==> src/rtl/op_scheduler.sv <==
// op_scheduler: queues crypto instructions and sequences key fetch, text fetch,
//   core run and result store on a shared memory bus.
// Latency: an instruction pushed into an empty idle queue is popped the next
//   cycle. Its first bus request appears the cycle after that.
// Backpressure: o_ready_out drops while the queue is full. The bus stalls on
//   i_mem_gnt with address and write flag held. The core wait is bounded by TIMEOUT.
// Ports:
//   i_clk, i_rst_n                        clock, async active-low reset
//   i_valid_in, i_opcode,
//   i_key_addr, i_text_addr               instruction push from the deserializer
//   o_ready_out                           queue can accept an instruction
//   o_mem_req, o_mem_we, o_mem_addr,
//   i_mem_gnt                             memory bus request/grant
//   o_core_start, o_core_mode,
//   i_core_done                           crypto core control
//   o_busy, o_err                         status and timeout pulse

// op_scheduler_fifo: generic synchronous FIFO with head-of-queue read.
// Latency: a pushed word is visible at the head the cycle after the push.
// Backpressure: o_full is reported. A push while full is taken only together with a pop.
module op_scheduler_fifo #(
  parameter int WIDTH = 18,
  parameter int DEPTH = 4
) (
  input  logic             i_clk,
  input  logic             i_rst_n,
  input  logic             i_push,
  input  logic [WIDTH-1:0] i_push_dat,
  input  logic             i_pop,
  output logic [WIDTH-1:0] o_head_dat,
  output logic             o_full,
  output logic             o_empty
);
  localparam int PW = $clog2(DEPTH);

  logic [WIDTH-1:0] r_mem [DEPTH];
  logic [PW:0]      r_wr_ptr;
  logic [PW:0]      r_rd_ptr;
  logic             w_push;
  logic             w_pop;

  // The extra MSB on each pointer separates full (MSBs differ) from empty.
  assign o_empty    = (r_wr_ptr == r_rd_ptr);
  assign o_full     = (r_wr_ptr[PW] != r_rd_ptr[PW]) &&
                      (r_wr_ptr[PW-1:0] == r_rd_ptr[PW-1:0]);
  assign w_pop      = i_pop && !o_empty;
  assign w_push     = i_push && (!o_full || w_pop);
  assign o_head_dat = r_mem[r_rd_ptr[PW-1:0]];

  always_ff @(posedge i_clk or negedge i_rst_n) begin
    if (!i_rst_n) begin
      r_wr_ptr <= '0;
      r_rd_ptr <= '0;
    end else begin
      if (w_push) r_wr_ptr <= r_wr_ptr + {{PW{1'b0}}, 1'b1};
      if (w_pop)  r_rd_ptr <= r_rd_ptr + {{PW{1'b0}}, 1'b1};
    end
  end

  always_ff @(posedge i_clk) begin
    if (w_push) r_mem[r_wr_ptr[PW-1:0]] <= i_push_dat;
  end
endmodule

module op_scheduler #(
  parameter int ADDRW      = 8,
  parameter int OPCODEW    = 2,
  parameter int FIFO_DEPTH = 4,
  parameter int TIMEOUT    = 255
) (
  input  logic               i_clk,
  input  logic               i_rst_n,
  input  logic               i_valid_in,
  input  logic [OPCODEW-1:0] i_opcode,
  input  logic [ADDRW-1:0]   i_key_addr,
  input  logic [ADDRW-1:0]   i_text_addr,
  output logic               o_ready_out,
  output logic               o_mem_req,
  output logic               o_mem_we,
  output logic [ADDRW-1:0]   o_mem_addr,
  input  logic               i_mem_gnt,
  output logic               o_core_start,
  output logic               o_core_mode,
  input  logic               i_core_done,
  output logic               o_busy,
  output logic               o_err
);
  localparam int IW = OPCODEW + 2 * ADDRW;
  localparam logic [OPCODEW-1:0] OP_NOP      = OPCODEW'(0);
  localparam logic [OPCODEW-1:0] OP_KEY_LOAD = OPCODEW'(1);

  typedef enum logic [2:0] {
    S_IDLE, S_FETCH_KEY, S_FETCH_TEXT, S_RUN, S_WAIT_CORE, S_STORE
  } state_t;

  state_t             r_state;
  state_t             w_state_nxt;
  logic               r_rdy_en;
  logic [OPCODEW-1:0] r_op;
  logic [ADDRW-1:0]   r_key;
  logic [ADDRW-1:0]   r_text;
  logic [7:0]         r_cnt;

  logic               w_push;
  logic               w_pop;
  logic               w_full;
  logic               w_empty;
  logic [IW-1:0]      w_head;
  logic [OPCODEW-1:0] w_head_op;
  logic               w_timeout;

  // r_rdy_en keeps ready low during reset and raises it on the first edge after release.
  assign o_ready_out = r_rdy_en && !w_full;
  assign w_push      = i_valid_in && o_ready_out;
  assign w_pop       = (r_state == S_IDLE) && !w_empty;
  assign w_head_op   = w_head[IW-1 -: OPCODEW];
  assign o_busy      = (r_state != S_IDLE) || !w_empty;
  // The counter holds 0 on the first WAIT_CORE cycle. This gives the core TIMEOUT
  // cycles to answer, and the last of them is the one that would advance the count to TIMEOUT.
  assign w_timeout   = (r_cnt == 8'(TIMEOUT - 1));

  op_scheduler_fifo #(.WIDTH(IW), .DEPTH(FIFO_DEPTH)) u_fifo (
    .i_clk      (i_clk),
    .i_rst_n    (i_rst_n),
    .i_push     (w_push),
    .i_push_dat ({i_opcode, i_key_addr, i_text_addr}),
    .i_pop      (w_pop),
    .o_head_dat (w_head),
    .o_full     (w_full),
    .o_empty    (w_empty)
  );

  always_comb begin
    w_state_nxt  = r_state;
    o_mem_req    = 1'b0;
    o_mem_we     = 1'b0;
    o_mem_addr   = '0;
    o_core_start = 1'b0;
    o_core_mode  = 1'b0;
    o_err        = 1'b0;
    case (r_state)
      S_IDLE: begin
        // A NOP is consumed here and costs exactly one idle cycle.
        if (!w_empty) w_state_nxt = (w_head_op == OP_NOP) ? S_IDLE : S_FETCH_KEY;
      end
      S_FETCH_KEY: begin
        o_mem_req  = 1'b1;
        o_mem_addr = r_key;
        if (i_mem_gnt) w_state_nxt = (r_op == OP_KEY_LOAD) ? S_IDLE : S_FETCH_TEXT;
      end
      S_FETCH_TEXT: begin
        o_mem_req  = 1'b1;
        o_mem_addr = r_text;
        if (i_mem_gnt) w_state_nxt = S_RUN;
      end
      S_RUN: begin
        o_core_start = 1'b1;
        o_core_mode  = r_op[0];
        w_state_nxt  = S_WAIT_CORE;
      end
      S_WAIT_CORE: begin
        o_core_mode = r_op[0];
        // If done and timeout land on the same cycle, done wins.
        if (i_core_done) begin
          w_state_nxt = S_STORE;
        end else if (w_timeout) begin
          o_err       = 1'b1;
          w_state_nxt = S_IDLE;
        end
      end
      S_STORE: begin
        o_mem_req  = 1'b1;
        o_mem_we   = 1'b1;
        o_mem_addr = r_text;
        if (i_mem_gnt) w_state_nxt = S_IDLE;
      end
      default: w_state_nxt = S_IDLE;
    endcase
  end

  always_ff @(posedge i_clk or negedge i_rst_n) begin
    if (!i_rst_n) begin
      r_state  <= S_IDLE;
      r_rdy_en <= 1'b0;
      r_op     <= '0;
      r_key    <= '0;
      r_text   <= '0;
      r_cnt    <= 8'd0;
    end else begin
      r_state  <= w_state_nxt;
      r_rdy_en <= 1'b1;
      if (w_pop) begin
        r_op   <= w_head_op;
        r_key  <= w_head[2*ADDRW-1 -: ADDRW];
        r_text <= w_head[ADDRW-1:0];
      end
      r_cnt <= (r_state == S_WAIT_CORE) ? r_cnt + 8'd1 : 8'd0;
    end
  end
endmodule

==> config.mk <==
export PLATFORM = sky130hd
export DESIGN_NAME = op_scheduler
export DESIGN_NICKNAME = d
export VERILOG_FILES = /design/src/rtl/op_scheduler.sv
export SDC_FILE = /design/constraint.sdc
export NUM_CORES = 1
export LEC_CHECK = 0
export BUFFER_PORTS_ARGS = -buffer_cell sky130_fd_sc_hd__buf_2
export CORE_MARGIN = 2
export CORE_UTILIZATION = 59
export DETAILED_ROUTE_END_ITERATION = 16
export GPL_ROUTABILITY_DRIVEN = 0
export PLACE_DENSITY_LB_ADDON = 0.05
export SLEW_MARGIN = 10
export SYNTH_ARGS = -nofsm -noshare
export SYNTH_HDL_FRONTEND = slang
export SYNTH_SLANG_ARGS = --single-unit
==> constraint.sdc <==
create_clock -name i_clk -period 2.6 [get_ports i_clk]
set_input_delay 0.26 -clock i_clk [delete_from_list [all_inputs] [get_ports i_clk]]
set_output_delay 0.26 -clock i_clk [all_outputs]
set_load 0.01 [all_outputs]
==> results.cfg, run 1 <==
[cells_and_area]
nets = 343
n_fill_cell = 539
multi_input_area_um2 = 1295
diodes = 0
ff_latch_area_um2 = 3063
layout-drive-gt1-share = 0.3270
area_delta_synth_final_pct = 11.85
final_core_util = 0.6817

[timing]
fin_tns_setup_ps = 0
fin_crit_ps = 2254
fin_crit_sh = 0.8668
hold_ws_ps = 101.3
skew_ps = 12.86
finalHoldViolCount = 0
rsz0062_at_grt = false
max_clock_freq_mhz = 443.7
worst_pin_slew_ps = 804.0
slew_headroom = 0.4640
layout_setup_ws_ps = 346.4
maxSlewViolCount = 0
setup_viol = 0

[global_route]
grt_pass1_wl_um = 12400
grt_antenna_before_repair = 0
grt_pass1_vias = 2391
grt_usage = 0.1995
grt_overflow_total = 0
grt_max_degree = 37

[routing]
wire_per_inst_um = 17.87
vias = 2332
drtAntennaViolNets = 0
dr.pass1.iters = 6
drt_drc_violations_left = 0
routed_wl_um = 7450
drt_iter0_drc = 98
via_per_inst = 5.592

[synth]
synth_compound_area_frac = 0.04476
synth_warnings = 0
synthAdderAreaFrac = 0.01971
synth_top_family_by_area = multiplexers
syn_nets = 294
ys_ff_latch = 108
synthXorXnorAreaFrac = 0.02365
synthesis.area_um2 = 4444
syn_inst = 264
ys_seq_area_frac = 0.6892
syn_avg_cell_area_um2 = 16.83
muxShareOfSynthArea = 0.1427
synthSimpleGateAreaFrac = 0.05828
yosysUniqueCellTypes = 40

[run_status]
status = completed

[place]
hpwlAfterDp_um = 4980
pre_cts_ws_ps = 660.2
io_buffers = 37

[flow_run]
cap_violations = 0

[setup_path]
startpoint_type = register
path_class = register to output port
required_ps = 2340
path_max_fanout = 9
cp-end-kind = output port
worstPathArrival_ps = 1990

[hold_path]
hold_class = input port to register

[clock_tree]
ctsResizeCount = 0
cts_buffer_depth = 2
htree_levels = 3
clkSinkCount = 108
cts_tree = built
numCtsBuffers = 9
clk-insertion-delay-late_ps = 360
clockRootBuffer = clkbuf_8
path_clk_slew_ps = 100

[floorplanning]
core_um2 = 7292
start_util = 0.6095
dieArea_um2 = 8243
die_x_um = 90.79
die_h_um = 90.79
io_pins = 38
core.rowCount = 31

[power_and_ir_drop]
power_mw = 5.440
ir_drop_mv = 0.5739
power.leakage_nw = 1.841
power.density_nw_per_um2 = 1094
==> sequential cells by signal, summed over array words and instances, names as in the netlist <==
name and flops:
r_cnt 8, r_text 8, r_key 8, r_op 2, u_fifo.r_mem 72, r_rdy_en 1, u_fifo.r_wr_ptr 3, r_state 3
u_fifo.r_rd_ptr 3
==> repair_timing <==
| item | 4_1_cts | 5_1_grt |
|---|---|---|
| setup buffers | 0 | 0 |
| hold buffers | 1 | 0 |
| endpoints found under the setup margin | 0 | 0 |
| endpoints found under the hold margin | 16 | 0 |
==> layout by cell type (no fill, tap or decap), types with 9 or more instances in the layout <==
cell type / instances
mux2_2: 20
mux4_2: 17
nand2_1: 14
edfxtp_1: 72
clkbuf_8: 9
buf_2: 37
o21ai_0: 10
buf_4: 10
dfrtp_1: 36
==> report_power, final <==
group          internal [mW]  switching [mW]
Combinational           1.03           0.993
Clock                  0.370           0.580
Sequential              2.22           0.247
==> cells in the mapped netlist, drive strengths merged <==
master | count | area share
nor4 | 1 | 0.0014
o31ai | 1 | 0.0017
dfrtp | 36 | 0.20
or2 | 3 | 0.0042
and2 | 5 | 0.0070
o21ai | 10 | 0.011
ha | 7 | 0.020
nand2 | 14 | 0.012
or3 | 2 | 0.0028
conb | 1 | 0.00084
o31a | 1 | 0.0020
mux2 | 20 | 0.051
o221ai | 1 | 0.0020
nor3b | 2 | 0.0034
nand3 | 4 | 0.0045
a22oi | 7 | 0.012
nor3 | 2 | 0.0023
nand2b | 2 | 0.0028
or3b | 1 | 0.0020
o311ai | 1 | 0.0020
mux4 | 18 | 0.092
clkinv | 1 | 0.00084
xnor2 | 5 | 0.0099
inv | 7 | 0.0059
nor2 | 6 | 0.0051
clkbuf | 4 | 0.0034
nand4 | 1 | 0.0014
a21oi | 4 | 0.0045
or4 | 1 | 0.0017
nor2b | 2 | 0.0028
o32a | 1 | 0.0023
a21boi | 1 | 0.0017
nand3b | 3 | 0.0051
edfxtp | 72 | 0.49
buf | 6 | 0.011
xor2 | 7 | 0.014
a31oi | 4 | 0.0056
==> layout make-up <==
class,count,area share
timing repair buffer,48,0.05437
multi-input combinational,138,0.2605
tap,99,0.02492
clock buffer,9,0.02492
clock inverter,7,0.01309
sequential,108,0.6162
inverter,8,0.006041
==> layer usage <==
layer	part of all wire	track usage	wire length [um]
met1	0.44	0.2643	3300
met5	0	0	0
met2	0.50	0.3346	3746
met4	0.010	0.04924	76
met3	0.044	0.05259	327
==> path summary, 6_finish.rpt <==
| check | start | endpoint | slack (ps) | cells past startpoint |
|---|---|---|---|---|
| worst max-delay path | r_state[1] | o_mem_addr[6] | 350 | 4 |
| worst min-delay path | i_key_addr[5] | u_fifo.r_mem[0][13] | 100 | 1 |
| worst max register to register | r_state[2] | r_key[0] | 650 | 4 |
| worst min register to register | u_fifo.r_wr_ptr[2] | u_fifo.r_wr_ptr[2] | 500 | 1 |
| max in group asynchronous | i_rst_n | r_key[0] | 1560 | 2 |
| min in group asynchronous | i_rst_n | r_cnt[5] | 510 | 2 |
==> metrics by stage <==
step / area [um^2] / instances
2_1_floorplan: 4444 / 264
3_3_place_gp: 4772 / 400
3_5_place_dp: 4772 / 400
4_1_cts: 4971 / 417
5_1_grt: 4971 / 417
6_report: 4971 / 417
==> critical path, stage by stage (launching register included) <==
cell and delay (ps):
dfrtp_1 470, nor2b_1 560, a22oi_1 150, o21ai_0 270, buf_2 180
==> cells by family after synthesis <==
family,count (synthesis)
AND/OR/NAND/NOR,49
multiplexers,38
adder cells (fa/ha/maj),7
flip-flops,108
AO/OA/AOI/OAI,31
XOR/XNOR,12
buffers and inverters,18
other,1
Power figures use the tool's default switching activity.
==> run 2, diff against run 1 <==
==> constraint.sdc (replaced) <==
create_clock -name i_clk -period 2.6 [get_ports i_clk]
set_input_delay 0.52 -clock i_clk [delete_from_list [all_inputs] [get_ports i_clk]]
set_output_delay 0.52 -clock i_clk [all_outputs]
set_load 0.01 [all_outputs]
==> results.cfg, run 2 (same netlist as run 1, synthesis figures left out) <==
[run_status]
status = completed

[timing]
setup_viol = 0
hold_ws_ps = 231.8
maxSlewViolCount = 0
worst_pin_slew_ps = 822.3
slew_headroom = 0.4518
max_clock_freq_mhz = 405.4
fin_crit_ps = 2467
finalHoldViolCount = 0
rsz0062_at_grt = false
fin_tns_setup_ps = 0
fin_crit_sh = 0.9488
skew_ps = 11.65

[routing]
via_per_inst = 5.736
wire_per_inst_um = 18.73
dr.pass1.iters = 4
vias = 2386
drt_drc_violations_left = 0
drtAntennaViolNets = 0
drt_iter0_drc = 117
routed_wl_um = 7791

[clock_tree]
cts_tree = built
ctsResizeCount = 0
path_clk_slew_ps = 100
clockRootBuffer = clkbuf_8
clk-insertion-delay-late_ps = 370
cts_buffer_depth = 2
numCtsBuffers = 9
htree_levels = 3
clkSinkCount = 108
postCtsHoldBufs = 0
cts_setup_buffers = 0

[setup_path]
startpoint_type = register
startpoint = r_state[1]
r2r_start = r_state[2]
path_class = register to output port
worstPathArrival_ps = 1950
required_ps = 2080
path_max_fanout = 9
cp-end-kind = output port

[floorplanning]
core.rowCount = 31
core_um2 = 7292
dieArea_um2 = 8243
io_pins = 38
die_h_um = 90.79
start_util = 0.6095
die_x_um = 90.79

[cells_and_area]
final_common_cell = edfxtp_1
nets = 342
n_fill_cell = 528
layout-drive-gt1-share = 0.3375
largest_reg_flops = 72
fin_cells = 416
area_delta_synth_final_pct = 12.11
layout_common_cells = 72 x edfxtp_1, 37 x buf_2, 36 x dfrtp_1
diodes = 0
fin_area_um2 = 4982

[power_and_ir_drop]
p_clk_frac = 0.180
power.leakage_nw = 1.841
power.density_nw_per_um2 = 1107
switchingPower_mw = 1.886
seq_power_share = 0.452
switching_share = 0.3419
combPwrFrac = 0.369
ir_drop_mv = 0.5039
p_int_mw = 3.631

[global_route]
grt_overflow_total = 0
grt_antenna_before_repair = 0
grt_max_degree = 37
grt_pass1_wl_um = 12610
grt_pass1_vias = 2366
grt_usage = 0.2066

[place]
io_buffers = 37
hpwlAfterDp_um = 5246
place_area_um2 = 4772
placed_cells = 400

[hold_path]
hold_class = input port to async pin

[flow_run]
cap_violations = 0
run 2: cell count changes in the layout (fill, tap and decap cells not counted):
cell	before	now
inv_6	3	0
clkinv_8	1	2
nor2b_1	2	1
nor2b_2	0	1
inv_8	1	2
clkinv_1	2	0
clkinv_4	0	2
clkinvlp_4	1	2
dlygate4sd3_1	1	0
run 2: per-layer routing:
layer,wire length (um),vias to the layer above,track usage
li1,-,1103,-
met1,3421,1219,0.2800
met2,3921,55,0.3340
met3,359,9,0.05843
met4,88,0,0.05682
met5,0,-,0
run 2: area by class of cell:
cell class,instances,area [um^2],area share
sequential,108,3063,0.6148
inverter,8,33.78,0.006781
tap,99,123.9,0.02486
multi-input combinational,138,1297,0.2604
clock buffer,9,123.9,0.02486
timing repair buffer,47,260.3,0.05224
clock inverter,7,80.08,0.01607
run 2: power by group through the flow:
| stage | registers, mW | clock network (mW) | logic [mW] |
|---|---|---|---|
| after global placement | 2.51 | 0 | 2.00 |
| after floorplan | 2.43 | 0 | 1.57 |
| after detailed placement | 2.53 | 0 | 2.05 |
| final | 2.49 | 0.991 | 2.03 |
| after CTS | 2.49 | 1.02 | 2.06 |
| after global routing | 2.53 | 1.09 | 2.23 |
run 2: worst paths after layout:
path	slack (ps)	to	cells after the start
max	130	o_mem_addr[2]	4
min	230	u_fifo.r_wr_ptr[2]	1
max reg2reg	610	r_op[0]	4
min reg2reg	490	u_fifo.r_wr_ptr[2]	1
max in group asynchronous	1840	r_state[2]	1
min in group i_clk	360	u_fifo.r_mem[3][8]	1
run 2: through the flow:
step	power, mW	setup WS, ps	util
floorplan	3.993	396.4	-
global placement	4.504	602.8	0.6544
detailed placement	4.581	532.8	0.6544
CTS	5.574	135.4	0.6824
global route	5.843	22.10	0.6833
finish	5.517	133.2	0.6833
run 2: worst max-delay path, stage by stage, from the launching register on:
cell and delay, ps:
dfrtp_1 500, nor2b_1 540, a22oi_1 140, o21ai_0 230, buf_2 170
